<file path="src/rtl/rf_dump.sv">
// rf_dump: streams a contiguous, wrapping range of a 16-entry register file
// out over a valid/ready handshake.
//
// Ports:
//   clk, reset_n            clock, asynchronous active-low reset
//   start, first_addr,      dump request; first_addr/count are sampled with
//   count                   start while IDLE (count 0..16)
//   rdAddr, rdData          register-file read port (rdData combinational)
//   out_valid, out_ready    word handshake; transfer when both high at posedge
//   out_data, out_addr      word being transferred and its register index
//   busy                    high whenever the controller is not IDLE
//   done                    one-cycle completion pulse
module rf_dump (
  input  logic        clk,
  input  logic        reset_n,
  input  logic        start,
  input  logic [3:0]  first_addr,
  input  logic [4:0]  count,
  output logic [3:0]  rdAddr,
  input  logic [15:0] rdData,
  output logic        out_valid,
  input  logic        out_ready,
  output logic [15:0] out_data,
  output logic [3:0]  out_addr,
  output logic        busy,
  output logic        done
);

  localparam int unsigned DataW = 16;
  localparam int unsigned AddrW = 4;
  localparam int unsigned CntW  = 5;

  typedef enum logic [1:0] {
    IDLE  = 2'd0,
    FETCH = 2'd1,
    SEND  = 2'd2,
    DONE  = 2'd3
  } stateT;

  stateT             state;
  stateT             stateNext;
  logic [AddrW-1:0]  addr;
  logic [AddrW-1:0]  addrNext;
  logic [CntW-1:0]   remaining;
  logic [CntW-1:0]   remainingNext;
  logic              validNext;
  logic [DataW-1:0]  dataNext;
  logic [AddrW-1:0]  outAddrNext;
  logic              busyNext;
  logic              doneNext;

  // The read address is the address register itself, so it is registered
  // and always equal to addr.
  assign rdAddr = addr;

  // State and datapath registers.
  always_ff @(posedge clk or negedge reset_n) begin
    if (!reset_n) begin
      state     <= IDLE;
      addr      <= '0;
      remaining <= '0;
      out_valid <= 1'b0;
      out_data  <= '0;
      out_addr  <= '0;
      busy      <= 1'b0;
      done      <= 1'b0;
    end else begin
      state     <= stateNext;
      addr      <= addrNext;
      remaining <= remainingNext;
      out_valid <= validNext;
      out_data  <= dataNext;
      out_addr  <= outAddrNext;
      busy      <= busyNext;
      done      <= doneNext;
    end
  end

  // Next-state and next-output logic.
  always_comb begin
    stateNext     = state;
    addrNext      = addr;
    remainingNext = remaining;
    validNext     = out_valid;
    dataNext      = out_data;
    outAddrNext   = out_addr;
    doneNext      = 1'b0;

    unique case (state)
      IDLE: begin
        if (start) begin
          if (count != CntW'(0)) begin
            addrNext      = first_addr;
            remainingNext = count;
            stateNext     = FETCH;
          end else begin
            stateNext = DONE;
          end
        end
      end

      // rdData already reflects addr here; capture it so later read-port
      // changes cannot disturb the word on offer.
      FETCH: begin
        dataNext    = rdData;
        outAddrNext = addr;
        validNext   = 1'b1;
        stateNext   = SEND;
      end

      SEND: begin
        if (out_ready) begin
          validNext     = 1'b0;
          remainingNext = remaining - CntW'(1);
          addrNext      = addr + AddrW'(1);
          stateNext     = (remaining == CntW'(1)) ? DONE : FETCH;
        end
      end

      // done is raised on the edge leaving DONE, the same edge busy drops.
      DONE: begin
        doneNext  = 1'b1;
        stateNext = IDLE;
      end

      default: begin
        stateNext = IDLE;
      end
    endcase

    busyNext = (stateNext != IDLE);
  end

endmodule

</file>
<file path="config.mk">
export PLATFORM = sky130hd
export DESIGN_NAME = rf_dump
export DESIGN_NICKNAME = d
export VERILOG_FILES = /design/src/rtl/rf_dump.sv
export SDC_FILE = /design/constraint.sdc
export NUM_CORES = 1
export LEC_CHECK = 0
export BUFFER_PORTS_ARGS = -buffer_cell sky130_fd_sc_hd__buf_2
export CORE_ASPECT_RATIO = 0.9
export CORE_UTILIZATION = 40
export DETAILED_ROUTE_END_ITERATION = 16
export PLACE_DENSITY = 0.72
export SLEW_MARGIN = 40
export SYNTH_ARGS = -nofsm -noshare
export SYNTH_HDL_FRONTEND = slang
export SYNTH_SLANG_ARGS = --single-unit
</file>
<file path="constraint.sdc">
create_clock -name clk -period 1.6 [get_ports clk]
set_clock_uncertainty 0.1 [all_clocks]
set_input_delay 0 -clock clk [delete_from_list [all_inputs] [get_ports clk]]
set_output_delay 0 -clock clk [all_outputs]
set_load 0.01 [all_outputs]
</file>
==> results of run 1 <==
## final cells by class
type	count	area (um2)
tap	44	55.05
sequential	34	850.8
multi-input combinational	82	634.4
timing repair buffer	87	595.6
clock inverter	2	10.01
clock buffer	5	68.82
fill	296	1269
inverter	4	20.02
## routing by layer
metal / vias up / share of wire / global-route usage / wire length (um)
li1: 632 / - / - / -
met1: 626 / 0.42 / 0.2266 / 1539
met2: 74 / 0.48 / 0.3001 / 1769
met3: 6 / 0.079 / 0.04887 / 288
met4: 0 / 0.015 / 0.1064 / 54
met5: - / 0 / 0 / 0
## synthesized netlist by cell type (3+ instances only)
cell	n	area [um2]
sky130_fd_sc_hd__o21ai_0	6	30.03
sky130_fd_sc_hd__o31ai_1	4	30.03
sky130_fd_sc_hd__ha_1	3	37.54
sky130_fd_sc_hd__buf_2	4	20.02
sky130_fd_sc_hd__nor3_1	4	20.02
sky130_fd_sc_hd__nor2_1	6	22.52
sky130_fd_sc_hd__a21oi_1	8	40.04
sky130_fd_sc_hd__nand2_1	4	15.01
sky130_fd_sc_hd__inv_1	3	11.26
sky130_fd_sc_hd__mux2_2	20	225.2
sky130_fd_sc_hd__dfrtp_1	34	850.8
## state kept, by name, summed over array words and instances, names as in the netlist
name and flops:
busy 1, state 2, remaining 5, done 1
out_valid 1, out_addr 4, rdAddr 4, out_data 16
## worst paths after layout
kind	slack, ns	startpoint	to
setup / recovery	0.06	state[1]	remaining[3]
hold / removal	0.004	out_ready	out_valid
setup reg to reg	0.06	state[1]	remaining[3]
hold reg to reg	0.40	out_data[3]	out_data[3]
max in group asynchronous	0.73	reset_n	out_data[4]
min in group asynchronous	0.21	reset_n	remaining[4]
## cells by family (layout without fill, tap and decap cells)
family | count (synthesis) | after routing
simple gates | 27 | 27
fa+ha+maj | 3 | 3
mux | 22 | 22
flops | 34 | 34
compound gates | 30 | 30
buf+inv | 9 | 98
## power breakdown
group | switching, mW | leakage (nW) | internal (mW)
clock network | 0.284 | 0.0438 | 0.291
logic | 0.909 | 0.598 | 0.970
registers | 0.304 | 0.406 | 1.29
total | 1.50 | 1.05 | 2.56
## critical path: stages, from the launching register on
cell and delay [ns]:
sky130_fd_sc_hd__dfrtp_1 0.46, sky130_fd_sc_hd__nand2b_1 0.18, sky130_fd_sc_hd__a21o_2 0.27, sky130_fd_sc_hd__o31ai_1 0.25
sky130_fd_sc_hd__o21ai_0 0.15
## per-stage QoR
step           area [um2]    util  hold slack [ns]
2_1_floorplan        1516       -          -0.3956
3_3_place_gp         1872  0.5343         0.001222
3_5_place_dp         1872  0.5343         0.005604
4_1_cts              2221  0.6339         0.003573
5_1_grt              2235  0.6379          0.06844
6_report             2235  0.6379         0.003713
## what timing repair did
item | in CTS | in global routing
endpoints found under the setup margin | 0 | 4
hold buffers | 27 | 0
endpoints found under the hold margin | 61 | 0
resized for setup | 0 | 4
==> results.py, run 1 <==
metrics = {
    "worst_hold_path": {
        "hold_path_depth": 4,
        "hold_path_class": "primary input to flip-flop",
    },
    "placement": {
        "pre_cts_slack_ns": 0.1214,
        "place_inst": 224,
        "dp.final_hpwl_um": 2394,
        "port_buffers": 55,
        "gp_congestion": 0.8396,
    },
    "synth": {
        "post_synth_xor_area_fraction": 0,
        "synth.mux.area_fraction": 0.1617,
        "async_reset_ff_frac": 1.000,
        "synthesized_net_count": 157,
        "postSynthRegisterBits": 34,
        "netlist_instances": 125,
        "syn-cell-area_um2": 1516,
        "avgSynthCellArea_um2": 12.13,
        "sequential_area_share_after_synthesis": 0.5611,
        "yosys.area_share.adder": 0.02475,
        "synth-compound-area-share": 0.1262,
        "yosys.cell_types.count": 33,
        "synth-warning-count": 0,
        "synth_top_flop_cell": "sky130_fd_sc_hd__dfrtp_1",
        "edff_count_synth": 0,
        "synth-simple-area-share": 0.09653,
        "dominant_combinational_cell_family_by_area_after_synthesis": "multiplexers",
    },
    "cts": {
        "clkLatencyLatePin_ns": 0.28,
        "numClockSinks": 34,
        "cts_made_buffers": 5,
        "ctsLongestPathBuffers": 2,
        "cts_tree": "built",
        "cts.root.buffer_cell": "sky130_fd_sc_hd__clkbuf_8",
        "cts-htree-levels": 2,
        "cts_post_setup_buffers_inserted": 0,
        "worst_setup_hold_path_clk_slew_ns": 0.07,
    },
    "sta": {
        "setup_violations": 0,
        "finalWorstPathRequiredPeriod_ns": 1.544,
        "fin_setup_tns_ns": 0,
        "headroom_to_the_max_slew_limit": 0.5219,
        "final_critical_path_setup_slack_ns": 0.05644,
        "final_hold_viol_count": 0,
        "max_clock_freq_mhz": 647.9,
        "finalMaxSlewViolations": 0,
        "min_period_over_period": 0.9647,
        "tightestPinTransition_ns": 0.7171,
        "grt_setup_unrepaired": "false",
    },
    "detailed_routing": {
        "routed_via_density": 5.186,
        "vias": 1338,
        "route.final.wire_length_um": 3652,
        "detail_route.first_pass.iterations": 4,
        "avgRoutedWirePerCell_um": 14.16,
        "initialDrtViolationCount": 69,
        "drc": 0,
        "final_antenna_net_count": 0,
    },
    "floorplan": {
        "die_h_um": 60.41,
        "die-width_um": 66.90,
        "boundaryPins": 56,
        "design.die.area_um2": 4041,
        "rows": 20,
        "initial_core_util": 0.4329,
        "coreArea_um2": 3503,
    },
    "global_route": {
        "grt_start_max_net_pins": 35,
        "grt_overflow_total": 0,
        "first_global_vias": 1250,
        "grt_antenna_before_repair": 0,
        "grt_first_pass_wirelength_um": 5471,
        "grt.total_usage": 0.1853,
    },
    "worst_setup_path": {
        "worst_ep_required_time_ns": 1.65,
        "maximum_fanout_along_the_worst_path": 9,
        "end_kind": "flip-flop",
        "timing.critical_path.from_type": "flip-flop",
        "timing.reg2reg.worst_path_depth": 4,
        "cp_data_arrival_time_ns": 1.59,
        "setup.worst_path.class": "flip-flop to flip-flop",
    },
    "power_and_ir_drop": {
        "power.leakage_nw": 1.048,
        "total_power_mw": 4.053,
        "cellPowerDensity_nw_per_um2": 1814,
        "peakVddDrop_mv": 0.9715,
    },
    "final_layout": {
        "drive_above_1_share": 0.4346,
        "antennaDiodeCount": 0,
        "final_cells": 258,
        "area.growth.synth_to_final_pct": 47.36,
        "layout_commonest_cell": "sky130_fd_sc_hd__buf_2",
        "final_layout_net_count": 246,
        "layout_common_cells": "sky130_fd_sc_hd__buf_2 (55), sky130_fd_sc_hd__dfrtp_1 (34), sky130_fd_sc_hd__dlygate4sd3_1 (27)",
    },
    "outcome": {
        "status": "finished, final reports clean",
    },
    "job": {
        "cap_violations": 0,
    },
}
Power figures use the tool's default switching activity.
==> run 2, diff against run 1 <==
--- a/config.mk
+++ b/config.mk
@@ -7,9 +7,9 @@
 export LEC_CHECK = 0
 export BUFFER_PORTS_ARGS = -buffer_cell sky130_fd_sc_hd__buf_2
 export CORE_ASPECT_RATIO = 0.9
-export CORE_UTILIZATION = 40
+export CORE_UTILIZATION = 30
 export DETAILED_ROUTE_END_ITERATION = 16
-export PLACE_DENSITY = 0.72
+export PLACE_DENSITY = 0.58
 export SLEW_MARGIN = 40
 export SYNTH_ARGS = -nofsm -noshare
 export SYNTH_HDL_FRONTEND = slang
==> run 2 against run 1 <==
Critical path depth unchanged. Critical endpoint is now remaining[4]. Largest power group unchanged. Wire length rose by 6.0%. Register-to-register slack improved by 0.03 ns. Final cell count increased by 9.7%. Global-route usage is 3.1 points lower. Combinational power about the same. Worst hold slack improved by 0.0017 ns. Setup slack gained 0.034 ns. Non-clock buffer count grew 3.
==> results.py, run 2 (synthesis gave the netlist of run 1 again) <==
metrics = {
    "worst_setup_path": {
        "timing.reg2reg.worst_path_depth": 4,
        "critPathLaunch": "state[1]",
        "setup.worst_path.class": "flip-flop to flip-flop",
        "worst_ep_required_time_ns": 1.66,
        "maximum_fanout_along_the_worst_path": 9,
        "cp_data_arrival_time_ns": 1.57,
        "timing.rr.start": "state[1]",
        "timing.critical_path.from_type": "flip-flop",
        "end_kind": "flip-flop",
    },
    "job": {
        "cap_violations": 0,
    },
    "final_layout": {
        "drive_above_1_share": 0.4404,
        "antennaDiodeCount": 0,
        "area.growth.synth_to_final_pct": 52.06,
        "fill_cells": 460,
        "layout_top_registers": "out_data (16), remaining (5)",
        "final_layout_net_count": 249,
        "regMostFlops": "out_data",
        "largest_register_ff_count": 16,
        "layout_commonest_cell": "sky130_fd_sc_hd__buf_2",
        "layout_common_cells": "sky130_fd_sc_hd__buf_2 (55), sky130_fd_sc_hd__dfrtp_1 (33), sky130_fd_sc_hd__dlygate4sd3_1 (27)",
    },
    "worst_hold_path": {
        "hold_path_class": "primary input to flip-flop",
        "hold_path_depth": 3,
        "timing.hold.worst.start": "first_addr[3]",
    },
    "power_and_ir_drop": {
        "power.leakage_nw": 1.072,
        "power.clock.fraction": 0.182,
        "total_power_mw": 4.270,
        "p_sw_frac": 0.3585,
        "cellPowerDensity_nw_per_um2": 1852,
        "switching_power_mw": 1.530,
        "peakVddDrop_mv": 0.7430,
        "power.sequential.fraction": 0.372,
        "cell_internal_power_dissipation_mw": 2.739,
        "combinationalPowerShare": 0.447,
    },
    "detailed_routing": {
        "vias": 1338,
        "avgRoutedWirePerCell_um": 13.68,
        "route.final.wire_length_um": 3871,
        "initialDrtViolationCount": 62,
        "final_antenna_net_count": 0,
        "routed_via_density": 4.728,
        "detail_route.first_pass.iterations": 4,
        "drc": 0,
    },
    "outcome": {
        "status": "finished, final reports clean",
    },
    "floorplan": {
        "rows": 24,
        "design.die.area_um2": 5344,
        "die-width_um": 76.95,
        "initial_core_util": 0.3117,
        "boundaryPins": 56,
        "die_h_um": 69.45,
        "coreArea_um2": 4865,
    },
    "sta": {
        "tightestPinTransition_ns": 0.4440,
        "max_clock_freq_mhz": 662.7,
        "min_period_over_period": 0.9432,
        "finalWorstPathRequiredPeriod_ns": 1.509,
        "finalMaxSlewViolations": 0,
        "setup_violations": 0,
        "final_hold_viol_count": 0,
        "headroom_to_the_max_slew_limit": 0.7040,
        "min_hold_slack_ns": 0.005458,
        "fin_setup_tns_ns": 0,
    },
    "cts": {
        "cts-htree-levels": 2,
        "cts_made_buffers": 5,
        "clkLatencyLatePin_ns": 0.28,
        "ctsLongestPathBuffers": 2,
        "cts_tree": "built",
        "worst_setup_hold_path_clk_slew_ns": 0.08,
        "cts.root.buffer_cell": "sky130_fd_sc_hd__clkbuf_8",
        "numClockSinks": 34,
    },
    "global_route": {
        "grt_first_pass_wirelength_um": 6354,
        "grt_start_max_net_pins": 35,
        "grt_overflow_total": 0,
        "grt_antenna_before_repair": 0,
        "grt.total_usage": 0.1546,
        "first_global_vias": 1291,
    },
    "placement": {
        "dp.final_hpwl_um": 2395,
        "port_buffers": 55,
        "gp_congestion": 0.7689,
    },
}
-- run 2: per-layer routing --
metal,up-vias,track usage,share of wire
met5,-,0,0
met4,0,0.07692,0.022
met3,10,0.03553,0.045
met2,50,0.2411,0.47
met1,643,0.2012,0.46
li1,635,-,-
-- run 2: final timing paths --
kind,slack (ns),end
worst max-delay path,0.09,remaining[4]
worst min-delay path,0.005,rdAddr[3]
worst max register to register,0.09,remaining[4]
worst min register to register,0.40,out_data[6]
max in group asynchronous,0.89,state[1]
min in group asynchronous,0.18,state[0]
-- run 2: final cells by class --
| cell class | count | area [um2] | share of cell area |
|---|---|---|---|
| Clock buffer | 5 | 68.82 | 0.02984 |
| Clock inverter | 3 | 40.04 | 0.01736 |
| Inverter | 4 | 20.02 | 0.008682 |
| Multi-Input combinational cell | 82 | 625.6 | 0.2713 |
| Sequential cell | 34 | 852.1 | 0.3695 |
| Tap cell | 65 | 81.33 | 0.03527 |
| Timing Repair Buffer | 90 | 618.1 | 0.2680 |
-- run 2: what timing repair did --
| item | 4_1_cts | 5_1_grt |
|---|---|---|
| hold buffers | 27 | 0 |
| buffers inserted | 0 | 1 |
| endpoints found under the hold margin | 60 | 0 |
| gates resized for setup | 0 | 3 |
| setup endpoints to repair | 0 | 4 |
-- run 2: power groups by stage --
stage,combinational (mW),sequential (mW),clock [mW]
after CTS,1.90,1.58,0.798
after detailed placement,1.85,1.59,0
after global placement,1.83,1.58,0
final,1.91,1.59,0.776
after floorplan,0.987,1.73,0
after global routing,2.08,1.66,0.848
-- run 2: worst max-delay path, stage by stage (launching register included) --
cell and delay, ns:
sky130_fd_sc_hd__dfrtp_2 0.45, sky130_fd_sc_hd__nand2b_1 0.16, sky130_fd_sc_hd__a21o_2 0.28, sky130_fd_sc_hd__o31ai_1 0.28, sky130_fd_sc_hd__o21ai_0 0.12
-- run 2: per-stage QoR --
stage / util / std cells / setup WS, ns / cell area (um2)
global route: 0.4740 / 283 / -0.01421 / 2306
finish: 0.4740 / 283 / 0.09092 / 2306
floorplan: - / 125 / 0.1834 / 1516
global placement: 0.3933 / 247 / 0.1310 / 1913
CTS: 0.4712 / 282 / 0.01312 / 2292
detailed placement: 0.3933 / 247 / 0.1177 / 1913
==> run 3, diff against run 2 <==
--- a/config.mk
+++ b/config.mk
@@ -6,10 +6,13 @@
 export NUM_CORES = 1
 export LEC_CHECK = 0
 export BUFFER_PORTS_ARGS = -buffer_cell sky130_fd_sc_hd__buf_2
+export CELL_PAD_IN_SITES_DETAIL_PLACEMENT = 1
+export CELL_PAD_IN_SITES_GLOBAL_PLACEMENT = 2
 export CORE_ASPECT_RATIO = 0.9
 export CORE_UTILIZATION = 30
 export DETAILED_ROUTE_END_ITERATION = 16
-export PLACE_DENSITY = 0.58
+export HOLD_SLACK_MARGIN = 0.06
+export PLACE_DENSITY = 0.83
 export SLEW_MARGIN = 40
 export SYNTH_ARGS = -nofsm -noshare
 export SYNTH_HDL_FRONTEND = slang
==> run 3 against run 2 <==
Worst hold slack gained 0.099 ns. Largest power group unchanged. Largest cell class unchanged. Final cell count shrank 1.4%. Core utilization shrank 1.1 points. Sequential power is essentially flat. Count of clock-buffer cells in the layout is the same. Critical path type is now primary input to flip-flop. Register-to-register slack gained 0.02 ns. Critical path depth grew 2. Combinational power is essentially flat. Sequential share of layout area grew 0.86 points. Via count shrank 0.15%. Critical endpoint is now remaining[1].
==> results.py, run 3 (synthesis gave the netlist of run 1 again) <==
metrics = {
    "outcome": {
        "status": "finished, final reports clean",
    },
    "floorplan": {
        "die-width_um": 76.95,
        "die_h_um": 69.45,
        "initial_core_util": 0.3117,
        "rows": 24,
        "boundaryPins": 56,
        "design.die.area_um2": 5344,
        "coreArea_um2": 4865,
    },
    "sta": {
        "finalWorstPathRequiredPeriod_ns": 1.566,
        "finalMaxSlewViolations": 0,
        "final_critical_path_setup_slack_ns": 0.03392,
        "tightestPinTransition_ns": 0.4320,
        "fin_setup_tns_ns": 0,
        "final_hold_viol_count": 0,
        "headroom_to_the_max_slew_limit": 0.7120,
        "min_period_over_period": 0.9788,
        "setup_violations": 0,
        "max_clock_freq_mhz": 638.5,
        "grt_setup_unrepaired": "true",
    },
    "final_layout": {
        "drive_above_1_share": 0.4206,
        "final_layout_net_count": 246,
        "layout_top_registers": "out_data (16), remaining (5)",
        "stdcell_area_um2": 2253,
        "regMostFlops": "out_data",
        "layout_common_cells": "sky130_fd_sc_hd__buf_2 (54), sky130_fd_sc_hd__dfrtp_1 (33), sky130_fd_sc_hd__dlygate4sd3_1 (28)",
        "antennaDiodeCount": 0,
        "layout_commonest_cell": "sky130_fd_sc_hd__buf_2",
        "largest_register_ff_count": 16,
        "fill_cells": 561,
        "area.growth.synth_to_final_pct": 48.60,
    },
    "global_route": {
        "grt_antenna_before_repair": 0,
        "gr-usage-met3": 0.03289,
        "grt_start_max_net_pins": 35,
        "grt.total_usage": 0.1621,
        "grt_most_used_layer": "met2",
        "globalRouteMet1Util": 0.1990,
        "grt_first_pass_wirelength_um": 6665,
        "first_global_vias": 1374,
        "grt_use_met2": 0.2778,
        "grt_overflow_total": 0,
    },
    "worst_setup_path": {
        "end_kind": "flip-flop",
        "worst_ep_required_time_ns": 1.71,
        "cp_data_arrival_time_ns": 1.68,
        "timing.critical_path.from_type": "primary input",
        "maximum_fanout_along_the_worst_path": 7,
        "setup.worst_path.class": "primary input to flip-flop",
    },
    "placement": {
        "gp_congestion": 0.7740,
        "pre_cts_slack_ns": 0.09762,
        "port_buffers": 55,
        "dp.final_hpwl_um": 2897,
        "placed_area_um2": 1891,
    },
    "detailed_routing": {
        "route.final.wire_length_um": 4085,
        "avgRoutedWirePerCell_um": 14.64,
        "drc": 0,
        "vias": 1336,
        "routed_via_density": 4.789,
        "initialDrtViolationCount": 59,
        "final_antenna_net_count": 0,
        "detail_route.first_pass.iterations": 4,
    },
    "cts": {
        "worst_setup_hold_path_clk_slew_ns": 0.07,
        "cts.root.buffer_cell": "sky130_fd_sc_hd__clkbuf_8",
        "cts_tree": "built",
        "clkLatencyLatePin_ns": 0.28,
        "ctsLongestPathBuffers": 2,
        "cts_made_buffers": 5,
        "cts_post_setup_buffers_inserted": 0,
        "numClockSinks": 34,
        "cts-htree-levels": 2,
    },
    "power_and_ir_drop": {
        "total_power_mw": 4.098,
        "peakVddDrop_mv": 0.5821,
        "power.leakage_nw": 1.044,
        "cellPowerDensity_nw_per_um2": 1818,
    },
    "job": {
        "cap_violations": 0,
    },
    "worst_hold_path": {
        "hold_path_class": "primary input to async pin",
    },
}
[run 3: cell types whose count changed in the layout (fill, tap and decap cells not counted), sizes merged]
cell         delta
dlygate4sd3     +1
bufinv          -1
buf             -4
[run 3: per-stage QoR]
| step | hold WS, ns | cells | utilization |
|---|---|---|---|
| 2_1_floorplan | -0.3956 | 125 | - |
| 3_3_place_gp | 0.01107 | 244 | 0.3886 |
| 3_5_place_dp | 0.02272 | 244 | 0.3886 |
| 4_1_cts | 0.2636 | 279 | 0.4624 |
| 5_1_grt | 0.1355 | 279 | 0.4632 |
| 6_report | 0.1047 | 279 | 0.4632 |
[run 3: final timing paths]
path / startpoint / endpoint / slack (ns) / depth (start not counted)
worst max-delay path: count[3] / remaining[1] / 0.03 / 6
worst min-delay path: reset_n / remaining[3] / 0.10 / 2
worst max register to register: state[1] / rdAddr[0] / 0.11 / 5
worst min register to register: out_addr[0] / out_addr[0] / 0.40 / 1
max in group asynchronous: reset_n / state[1] / 0.96 / 2
min in group clk: rdData[8] / out_data[8] / 0.39 / 3
[run 3: cell type report]
class                      count  area (um2)  share of cell area
timing repair buffer          87       600.6              0.2665
clock inverter                 2       10.01            0.004442
clock buffer                   5       68.82             0.03054
multi-input combinational     82       620.6              0.2754
tap                           65       81.33             0.03609
inverter                       4       20.02            0.008884
sequential                    34       852.1              0.3781
[run 3: per-layer routing]
metal,vias up,part of all wire
met5,-,0
met4,0,0.012
met3,4,0.043
met2,39,0.51
met1,661,0.44
li1,632,-
[run 3: critical path: stages]
cell                            delay (ns)
sky130_fd_sc_hd__dlygate4sd3_1        0.54
sky130_fd_sc_hd__buf_2                0.13
sky130_fd_sc_hd__nor4_1               0.39
sky130_fd_sc_hd__nand2_1              0.26
sky130_fd_sc_hd__nand2_4              0.17
sky130_fd_sc_hd__mux2i_1              0.19
[run 3: power by group]
part           total, mW  leakage (nW)  internal (mW)  switching (mW)
Combinational       1.90         0.595          0.959           0.940
Clock              0.593        0.0438          0.292           0.302
Sequential          1.61         0.405           1.30           0.311
[run 3: repair_timing]
| item | in CTS | in global routing |
|---|---|---|
| hold buffers | 28 | 0 |
| setup endpoints to repair | 0 | 3 |
| hold endpoints to repair | 62 | 0 |
| resized for setup | 0 | 2 |
